$ cat config.mk
export PLATFORM = sky130hd
export DESIGN_NAME = sevenseg_bcd_encoder
export DESIGN_NICKNAME = d
export VERILOG_FILES = /design/src/rtl/sevenseg_pkg.sv /design/src/rtl/seg7_to_bcd.sv /design/src/rtl/sevenseg_bcd_encoder.sv
export SDC_FILE = /design/constraint.sdc
export NUM_CORES = 1
export LEC_CHECK = 0
export CAP_MARGIN = 40
export CORE_ASPECT_RATIO = 0.75
export CORE_MARGIN = 4
export CORE_UTILIZATION = 30
export CTS_CLUSTER_SIZE = 25
export DETAILED_ROUTE_END_ITERATION = 12
export PLACE_DENSITY = 0.59
export RECOVER_POWER = 50
export SYNTH_ARGS = -nofsm -noshare
export SYNTH_HDL_FRONTEND = slang
export SYNTH_HIERARCHICAL = 1
export SYNTH_SLANG_ARGS = --single-unit
export TNS_END_PERCENT = 100
$ cat constraint.sdc
create_clock -name clk -period 2.3 [get_ports clk]
set_input_delay 0.345 -clock clk [delete_from_list [all_inputs] [get_ports clk]]
set_output_delay 0.345 -clock clk [all_outputs]
set_load 0.005 [all_outputs]
$ cat src/rtl/sevenseg_pkg.sv
// Shared constants for the 7-segment readback path: widths, legal segment
// patterns ({a,b,c,d,e,f,g}, a in the MSB) and the encoder state type.
package sevenseg_pkg;

    localparam int SEG_W = 7;
    localparam int BCD_W = 4;
    localparam logic [BCD_W-1:0] BCD_INVALID = 4'hF;

    localparam logic [SEG_W-1:0] SEG_0 = 7'h7E;
    localparam logic [SEG_W-1:0] SEG_1 = 7'h30;
    localparam logic [SEG_W-1:0] SEG_2 = 7'h6D;
    localparam logic [SEG_W-1:0] SEG_3 = 7'h79;
    localparam logic [SEG_W-1:0] SEG_4 = 7'h33;
    localparam logic [SEG_W-1:0] SEG_5 = 7'h5B;
    localparam logic [SEG_W-1:0] SEG_6 = 7'h5F;
    localparam logic [SEG_W-1:0] SEG_7 = 7'h70;
    localparam logic [SEG_W-1:0] SEG_8 = 7'h7F;
    localparam logic [SEG_W-1:0] SEG_9 = 7'h7B;

    typedef enum logic [1:0] {
        IDLE,
        SHIFT,
        HOLD
    } state_e;

endpackage

$ cat src/rtl/seg7_to_bcd.sv
// Combinational lookup from a 7-segment pattern back to its BCD digit;
// anything outside the ten legal glyphs maps to BCD_INVALID with invalid_o set.
module seg7_to_bcd
    import sevenseg_pkg::*;
(
    input  logic [SEG_W-1:0] seg_i,
    output logic [BCD_W-1:0] bcd_o,
    output logic             invalid_o
);

    always_comb begin
        bcd_o     = BCD_INVALID;
        invalid_o = 1'b0;
        case (seg_i)
            SEG_0:   bcd_o = 4'd0;
            SEG_1:   bcd_o = 4'd1;
            SEG_2:   bcd_o = 4'd2;
            SEG_3:   bcd_o = 4'd3;
            SEG_4:   bcd_o = 4'd4;
            SEG_5:   bcd_o = 4'd5;
            SEG_6:   bcd_o = 4'd6;
            SEG_7:   bcd_o = 4'd7;
            SEG_8:   bcd_o = 4'd8;
            SEG_9:   bcd_o = 4'd9;
            default: invalid_o = 1'b1;
        endcase
    end

endmodule

$ cat src/rtl/sevenseg_bcd_encoder.sv
// Deserialises 7-segment patterns bit by bit, decodes each back to BCD and
// presents DIGITS digits as one word on a valid/ready output.
module sevenseg_bcd_encoder
    import sevenseg_pkg::*;
#(
    parameter int DIGITS      = 4,
    parameter int BIT_TIMEOUT = 16
) (
    input  logic                clk,
    input  logic                rst_n,
    input  logic                seg_valid,
    input  logic                seg_bit,
    output logic                seg_ready,
    output logic [4*DIGITS-1:0] bcd_out,
    output logic                err,
    output logic                out_valid,
    input  logic                out_ready,
    output logic                timeout
);

    localparam int DW = $clog2(DIGITS + 1);
    localparam int IW = $clog2(BIT_TIMEOUT + 1);
    localparam logic [DW-1:0] LAST_DIG   = DW'(DIGITS - 1);
    localparam logic [IW-1:0] IDLE_LIMIT = IW'(BIT_TIMEOUT - 1);

    state_e           state_q;
    logic [SEG_W-2:0] segSr_q;
    logic [2:0]       bitCnt_q;
    logic [DW-1:0]    digCnt_q;
    logic [IW-1:0]    idleCnt_q;
    logic [BCD_W-1:0] slot_q [DIGITS];
    logic             err_q;
    logic             outValid_q;
    logic             segReady_q;
    logic             timeout_q;

    logic             accept_d;
    logic [SEG_W-1:0] pattern_d;
    logic [BCD_W-1:0] digit_d;
    logic             invalid_d;

    assign accept_d  = seg_valid & segReady_q;
    assign pattern_d = {segSr_q, seg_bit};

    // The 7th bit bypasses the shift register so the digit lands in its slot this cycle.
    seg7_to_bcd u_decode (
        .seg_i     (pattern_d),
        .bcd_o     (digit_d),
        .invalid_o (invalid_d)
    );

    always_ff @(posedge clk or negedge rst_n) begin
        if (!rst_n) begin
            state_q    <= IDLE;
            segSr_q    <= '0;
            bitCnt_q   <= '0;
            digCnt_q   <= '0;
            idleCnt_q  <= '0;
            for (int i = 0; i < DIGITS; i++) slot_q[i] <= '0;
            err_q      <= 1'b0;
            outValid_q <= 1'b0;
            segReady_q <= 1'b0;
            timeout_q  <= 1'b0;
        end else begin
            timeout_q <= 1'b0;
            case (state_q)
                IDLE: begin
                    segReady_q <= 1'b1;
                    if (accept_d) begin
                        segSr_q   <= {segSr_q[SEG_W-3:0], seg_bit};
                        bitCnt_q  <= 3'd1;
                        idleCnt_q <= '0;
                        err_q     <= 1'b0;
                        state_q   <= SHIFT;
                    end
                end
                SHIFT: begin
                    if (accept_d) begin
                        idleCnt_q <= '0;
                        if (bitCnt_q == 3'd6) begin
                            for (int i = 0; i < DIGITS; i++) begin
                                if (digCnt_q == DW'(i)) slot_q[i] <= digit_d;
                            end
                            err_q    <= err_q | invalid_d;
                            bitCnt_q <= '0;
                            if (digCnt_q == LAST_DIG) begin
                                digCnt_q   <= '0;
                                outValid_q <= 1'b1;
                                segReady_q <= 1'b0;
                                state_q    <= HOLD;
                            end else begin
                                digCnt_q <= digCnt_q + 1'b1;
                            end
                        end else begin
                            segSr_q  <= {segSr_q[SEG_W-3:0], seg_bit};
                            bitCnt_q <= bitCnt_q + 1'b1;
                        end
                    end else if (idleCnt_q == IDLE_LIMIT) begin
                        // Stalled source: drop the partial frame, slots keep their old digits.
                        idleCnt_q <= '0;
                        bitCnt_q  <= '0;
                        digCnt_q  <= '0;
                        timeout_q <= 1'b1;
                        state_q   <= IDLE;
                    end else begin
                        idleCnt_q <= idleCnt_q + 1'b1;
                    end
                end
                HOLD: begin
                    if (out_ready) begin
                        outValid_q <= 1'b0;
                        segReady_q <= 1'b1;
                        state_q    <= IDLE;
                    end
                end
                default: state_q <= IDLE;
            endcase
        end
    end

    always_comb begin
        bcd_out = '0;
        for (int i = 0; i < DIGITS; i++) begin
            bcd_out[BCD_W*(DIGITS-1-i) +: BCD_W] = slot_q[i];
        end
    end

    assign seg_ready = segReady_q;
    assign err       = err_q;
    assign out_valid = outValid_q;
    assign timeout   = timeout_q;

endmodule

==> metrics.md, run 1 <==
| Metric | Value |
|---|---|
| Placed cells | `around 290` |
| Mapped cell area | `around 2000 sq um` |
| First-pass GRT wire length | `~7400 um` |
| Port buffer count | `24` |
| Worst Setup End Kind | `flip-flop` |
| Maximum clock frequency | `527 MHz` |
| Most frequent cells in the layout | `dfrtp_1, clkdlybuf4s50_1, mux2_2` |
| Slew headroom | `0.464` |
| Async SR Flop Fraction | `1.00` |
| DR WL/cell | `14.3 um` |
| Global route overflow | `0` |
| Hold path start | `idleCnt_q[4]` |
| R2R Path End | `bcd_out[4]` |
| Slew @ Worst Pin | `between 0.8 and 0.9 ns` |
| Final RePlAce weighted congestion | `0.818` |
| CP Launch Point | `seg_bit` |
| Drt initial violations | `82` |
| Final WL | `4200 um` |
| Slew Viols, Final | `0` |
| Tmin final | `1.90 ns` |
| Growth of design area from synthesis to finish | `22.2%` |
| Nets | `222` |
| Most common cell after layout, fill and taps aside | `dfrtp_1` |
| Seq/Total Area, Yosys | `0.484` |
| Mapped Nets | `192` |
| Synthesized flop and latch total | `39` |
| Final Hold Viols | `0` |
| Vias in the first global route | `1441` |
| H-tree depth | `2` |
| Core Area | `6410 sq um` |
| Layout filler cell count | `~630` |
| Routed Antenna Nets | `0` |
| Cells after Synth | `between 150 and 200` |
| Worst Hold End | `idleCnt_q[4]` |
| R2R setup slack | `0.46 ns` |
| Die Footprint | `between 8000 and 9000 sq um` |
| Sequence of cells on the critical path | `clkdlybuf4s50_1 > nand3_1 > or4b_4 > o211ai_2 > o21ai_1 > mux2_2` |
| Die extent in x | `103 um` |
| Critical path start-end classification | `in2reg` |
| Largest net degree at the start of global routing | `26` |
| Multi-input gate area | `967 sq um` |
| Post-DP HPWL | `about 3000 um` |
| Tcrit/Tclk final | `0.825` |
| Post-CTS resize count | `0` |
| RSZ-0062 raised after global routing | `false` |
| Via count | `1487` |
| Yosys warnings | `6` |
| Worst-Skew Late Latency | `about 0.29 ns` |
| Tot GR Track Use | `0.116` |
| Diode count | `0` |
| Static Leak | `1.05 nW` |
| Slowest-stage cell, CP | `clkdlybuf4s50_1` |
| Die Ht | `79.0 um` |
| Crit-path max FO | `4` |
| Buffers plus inverters on the worst setup path | `1` |
| Router iterations before antenna repair | `4` |
| Row count | `25` |
| Initial Util | `0.314` |
| Family with the most delay on the worst path | `simple AND/OR/NAND/NOR gates` |
| Syn_area_per_cell | `roughly 11 sq um` |
| # Post-CTS Setup Buffers | `0` |
| Critical path's largest stage delay | `0.52 ns` |
| Cell depth of the worst flop-to-flop path | `5` |
| MaxCap Viol Count | `0` |
| Avg Vias per Cell | `between 5 and 6` |
| Initial antenna violation count | `0` |
| CTS tree | `built` |
| VDD IR-drop max | `406 uV` |
| Worst hold stages | `1` |
| Reg area | `976 sq um` |
| CTS Root Cell | `clkbuf_8` |
| Setup_tns | `0 ns` |
| WP data arrival | `2.07 ns` |
| Hold Path Class | `reg2reg` |
| CTS clock-pin slew for the worst setup and hold paths | `about 0.07 ns` |
| Final std cells w/o fill | `roughly 290` |
| CP startpoint kind | `primary input` |
| Ports | `25` |
| Share of cells above drive strength 1 | `0.188` |
| Cts bufs inserted | `5` |
| Clock Sink Count | `39` |
| Status | `finished, final reports clean` |
| Final routed DRC violation total | `0` |
| Ys flop type | `dfrtp_1` |
| Worst Path Required | `2.48 ns` |
| Number of enable flip-flop cells after synthesis | `0` |
| Netlist cell types | `47` |
| Power density over the cells | `876 nW/um^2` |
| Clock Skews | `0.00775 ns` |
| Clk buf depth | `2` |
| Final setup viols | `0` |
| Reg-to-Reg Start | `segSr_q[3]` |
-- flip-flops by register name, summed over array words and instances (netlist names) --
| signal | flops |
|---|---|
| bcd_out | 16 |
| segSr_q | 6 |
| idleCnt_q | 5 |
| bitCnt_q | 3 |
| digCnt_q | 3 |
| state_q | 2 |
| err | 1 |
| out_valid | 1 |
| seg_ready | 1 |
| timeout | 1 |
-- cell families (layout without fill, tap and decap cells) --
group	after synthesis	in the layout	share of synthesized area
AO/OA/AOI/OAI	41	41	0.133
multiplexers	22	22	0.130
flip-flops	39	39	0.484
buffers and inverters	14	45	0.0360
AND/OR/NAND/NOR	60	60	0.181
adder cells (fa/ha/maj)	5	5	0.0310
XOR/XNOR	1	1	0.00435
-- through the flow --
stage | area, sq um | util | total power, mW | worst slack [ns] | hold WS [ns]
finish | 2460 | 0.384 | 2.16 | 0.402 | 0.479
global route | 2460 | 0.384 | 2.32 | 0.235 | 0.494
detailed placement | 2360 | 0.367 | 1.59 | 0.0934 | 0.287
CTS | 2480 | 0.387 | 2.19 | 0.407 | 0.487
floorplan | 2020 | - | 1.31 | 0.637 | 0.0494
global placement | 2340 | 0.364 | 1.58 | 0.122 | 0.464
-- synth_stat cells, types with 2 or more instances --
cell | count | area share
dfrtp_1 | 39 | 0.48
mux2_2 | 18 | 0.10
nand3_1 | 12 | 0.030
nand2_1 | 10 | 0.019
o21ai_0 | 8 | 0.020
a21oi_1 | 7 | 0.017
inv_1 | 7 | 0.013
nor2_1 | 6 | 0.011
nor2b_1 | 6 | 0.019
ha_1 | 5 | 0.031
buf_2 | 4 | 0.0099
mux2_4 | 4 | 0.030
o21ai_1 | 4 | 0.0099
o31ai_1 | 4 | 0.015
a31oi_1 | 3 | 0.0093
nand2b_1 | 3 | 0.0093
nand4_1 | 3 | 0.0093
a21boi_0 | 2 | 0.0074
and3_1 | 2 | 0.0062
and3b_1 | 2 | 0.0087
buf_6 | 2 | 0.011
nand3b_1 | 2 | 0.0074
nor3_1 | 2 | 0.0050
o211ai_1 | 2 | 0.0074
o22ai_1 | 2 | 0.0062
or4_1 | 2 | 0.0074
-- how the worst max path moves through the flow --
stage	to	slack [ns]	cells past startpoint
floorplan	bcd_out[11]	0.64	5
global placement	bcd_out[4]	0.12	6
detailed placement	bcd_out[8]	0.09	6
CTS	bcd_out[4]	0.41	6
global route	bcd_out[2]	0.24	3
finish	bcd_out[4]	0.40	6
-- where the power goes --
group / switching (mW) / leakage (nW) / total, mW / internal, mW
logic: 0.240 / 0.483 / 0.576 / 0.336
registers: 0.162 / 0.508 / 0.992 / 0.830
clock network: 0.239 / 0.0612 / 0.590 / 0.351
-- cell type report --
type / instances / area share
Clock buffer: 6 / 0.0335
Inverter: 7 / 0.0107
Timing Repair Buffer: 30 / 0.112
Tap cell: 81 / 0.0411
Multi-Input combinational cell: 129 / 0.393
Clock inverter: 2 / 0.0142
Sequential cell: 39 / 0.396
-- per-layer routing --
layer  global-route usage  routed length (um)  up-vias  share of wire
met5                    0                   0        -              0
met4               0.0472                  52        0          0.012
met3               0.0246                 167        4          0.040
met2                0.153                1710       34           0.41
met1                0.181                2270      709           0.54
li1                     -                   -      740              -
-- worst reg2reg max path: stages, from the launching register on --
cell and delay, ns:
dfrtp_1 0.47, xnor2_1 0.16, or4b_4 0.52, o211ai_2 0.12, o21ai_1 0.17, mux2_2 0.29
-- timing repair --
item	in CTS	in global routing
endpoints found under the setup margin	0	0
endpoints found under the hold margin	14	0
hold buffers	1	0
Power figures use the tool's default switching activity.
==> inputs of run 2 (changes only) <==
--- a/config.mk
+++ b/config.mk
@@ -11,7 +11,7 @@
 export CORE_UTILIZATION = 30
 export CTS_CLUSTER_SIZE = 25
 export DETAILED_ROUTE_END_ITERATION = 12
-export PLACE_DENSITY = 0.59
+export PLACE_DENSITY = 0.61
 export RECOVER_POWER = 50
 export SYNTH_ARGS = -nofsm -noshare
 export SYNTH_HDL_FRONTEND = slang
==> constraint.sdc (replaced) <==
create_clock -name clk -period 1.55 [get_ports clk]
set_input_delay 0.2325 -clock clk [delete_from_list [all_inputs] [get_ports clk]]
set_output_delay 0.2325 -clock clk [all_outputs]
set_load 0.005 [all_outputs]
==> run 2 against run 1 <==
  * The flow now finishes with violations (setup timing)
  * Worst setup slack worse by 0.53 ns
  * Sequential share of layout area fell by 4.7 points
  * Combinational power increased by 120%
  * Critical path depth decreased by 2
  * Critical endpoint is now bcd_out[8]
  * Die area unchanged
  * Flip-flop and latch count unchanged
  * Final cell count grew 11%
  * Clock skew is 0.0023 ns higher
  * Total power grew 62%
  * Final area increased by 14%
  * Register-to-register slack worse by 0.59 ns
==> metrics.md, run 2 (synthesis results as in run 1) <==
| Metric | Value |
|---|---|
| Diode count | `0 (unchanged)` |
| Worst-Skew Late Latency | `0.29 ns (about the same)` |
| Port buffer count | `24 (unchanged)` |
| Final setup viols | `17 (was 0)` |
| Clock Sink Count | `39 (unchanged)` |
| Final Hold Viols | `0 (unchanged)` |
| Initial antenna violation count | `0 (unchanged)` |
| Hold Path Class | `in2reg (was reg2reg)` |
| First-pass GRT wire length | `7480 um (was 7380 um)` |
| Clk buf depth | `2 (unchanged)` |
| Tmin final | `~1.7 ns` |
| H-tree depth | `2 (unchanged)` |
| Via count | `1625 (was 1487)` |
| CTS Root Cell | `clkbuf_8 (unchanged)` |
| Row count | `25 (unchanged)` |
| Worst Hold Slack | `0.398 ns (was 0.479 ns)` |
| Static Leak | `1.23 nW (was 1.05 nW)` |
| Slew headroom | `0.646 (was 0.464)` |
| Growth of design area from synthesis to finish | `39.0% (was 22.2%)` |
| Most frequent cells in the layout | `dfrtp_1, buf_4, clkdlybuf4s50_1 (was dfrtp_1, clkdlybuf4s50_1, mux2_2)` |
| Initial Util | `0.314 (unchanged)` |
| Vias in the first global route | `1580 (was 1441)` |
| Crit-path max FO | `6 (was 4)` |
| Status | `finished with violations (was finished, final reports clean)` |
| Slew Viols, Final | `0 (unchanged)` |
| Router iterations before antenna repair | `4 (unchanged)` |
| Drt initial violations | `94 (was 82)` |
| R2R setup slack | `-0.13 ns (was 0.46 ns)` |
| Tcrit/Tclk final | `1.08` |
| DR WL/cell | `13.5 um (was 14.3 um)` |
| Maximum clock frequency | `597 MHz` |
| Worst Setup End Kind | `flip-flop (unchanged)` |
| Setup_tns | `-1.71 ns (was 0 ns)` |
| Largest net degree at the start of global routing | `22 (was 26)` |
| Die Footprint | `8110 sq um (unchanged)` |
| CP startpoint kind | `flip-flop (was primary input)` |
| Die Ht | `79.0 um (unchanged)` |
| Tot GR Track Use | `0.117 (was 0.116)` |
| Power density over the cells | `1250 nW/um^2 (was 876 nW/um^2)` |
| Largest register FFs | `16 (unchanged)` |
| Failing checks | `setup timing` |
| Die extent in x | `103 um (unchanged)` |
| WP data arrival | `1.86 ns (was 2.07 ns)` |
| Clock Skews | `0.0100 ns (was 0.00775 ns)` |
| Cts bufs inserted | `5 (unchanged)` |
| Global route overflow | `0 (unchanged)` |
| Final routed DRC violation total | `0 (unchanged)` |
| Ports | `25 (unchanged)` |
| Avg Vias per Cell | `4.97 (was 5.06)` |
| Routed Antenna Nets | `0 (unchanged)` |
| Share of cells above drive strength 1 | `0.354 (was 0.188)` |
| Final worst slack | `-0.126 ns (was 0.402 ns)` |
| CTS clock-pin slew for the worst setup and hold paths | `0.08 ns (was 0.07 ns)` |
| MaxCap Viol Count | `0 (unchanged)` |
| Final RePlAce weighted congestion | `0.819 (was 0.818)` |
| Most common cell after layout, fill and taps aside | `dfrtp_1 (unchanged)` |
| Critical path start-end classification | `reg2reg (was in2reg)` |
| Nets | `255 (was 222)` |
| Post-DP HPWL | `3390 um (was 3030 um)` |
| VDD IR-drop max | `579 uV (was 406 uV)` |
| RSZ-0062 raised after global routing | `true (was false)` |
| Worst Path Required | `1.73 ns (was 2.48 ns)` |
| Core Area | `6410 sq um (unchanged)` |
| Post-Place Worst Slack | `-0.524 ns (was 0.0934 ns)` |
| Post-layout util | `0.437 (was 0.384)` |
| Final WL | `4420 um (was 4200 um)` |
| CTS tree | `built (unchanged)` |
| Slew @ Worst Pin | `0.530 ns (was 0.805 ns)` |
==> run 2: layer usage <==
| metal | track usage | vias up | wire length, um |
|---|---|---|---|
| met5 | 0 | - | 0 |
| met4 | 0.0367 | 0 | 43 |
| met3 | 0.0325 | 8 | 281 |
| met2 | 0.172 | 39 | 1890 |
| met1 | 0.164 | 775 | 2210 |
| li1 | - | 803 | - |
==> run 2: what timing repair did <==
action | CTS | global route
endpoints found under the hold margin | 18 | 0
endpoints found under the setup margin | 18 | 22
gates resized for setup | 8 | 5
buffers inserted | 6 | 4
pin swaps | 2 | 5
hold buffers | 1 | 0
==> run 2: through the flow <==
step / instance area (sq um) / power, mW / cells
after floorplan: 2040 / 1.97 / 182
after detailed placement: 2560 / 2.55 / 308
after global routing: 2800 / 3.74 / 327
after global placement: 2560 / 2.53 / 308
final: 2800 / 3.49 / 327
after CTS: 2770 / 3.51 / 323
==> run 2: final timing paths <==
check,from,endpoint,cells past startpoint
min in group asynchronous,rst_n,idleCnt_q[3],2
max in group asynchronous,rst_n,segSr_q[2],3
max,segSr_q[0],bcd_out[8],4
min,seg_bit,segSr_q[0],2
max reg2reg,segSr_q[0],bcd_out[8],4
min reg2reg,idleCnt_q[4],idleCnt_q[4],1
==> run 2: worst max-delay path, stage by stage (launching register included) <==
cell	delay, ns
dfrtp_2	0.46
or4b_4	0.57
o211ai_4	0.15
o21ai_4	0.10
mux2_4	0.28
==> run 2: report_power, final <==
part	internal, mW	leakage, nW	switching [mW]
registers	1.23	0.506	0.173
clock network	0.479	0.0581	0.358
logic	0.737	0.663	0.509
==> run 2: final cells by class <==
type	instances	area, sq um
fillers	594	3610
multi-input cells	129	1040
flip-flops and latches	39	978
repair buffers	63	543
well taps	81	101
clock buffers	5	68.8
clock inverters	3	43.8
inverters	7	26.3
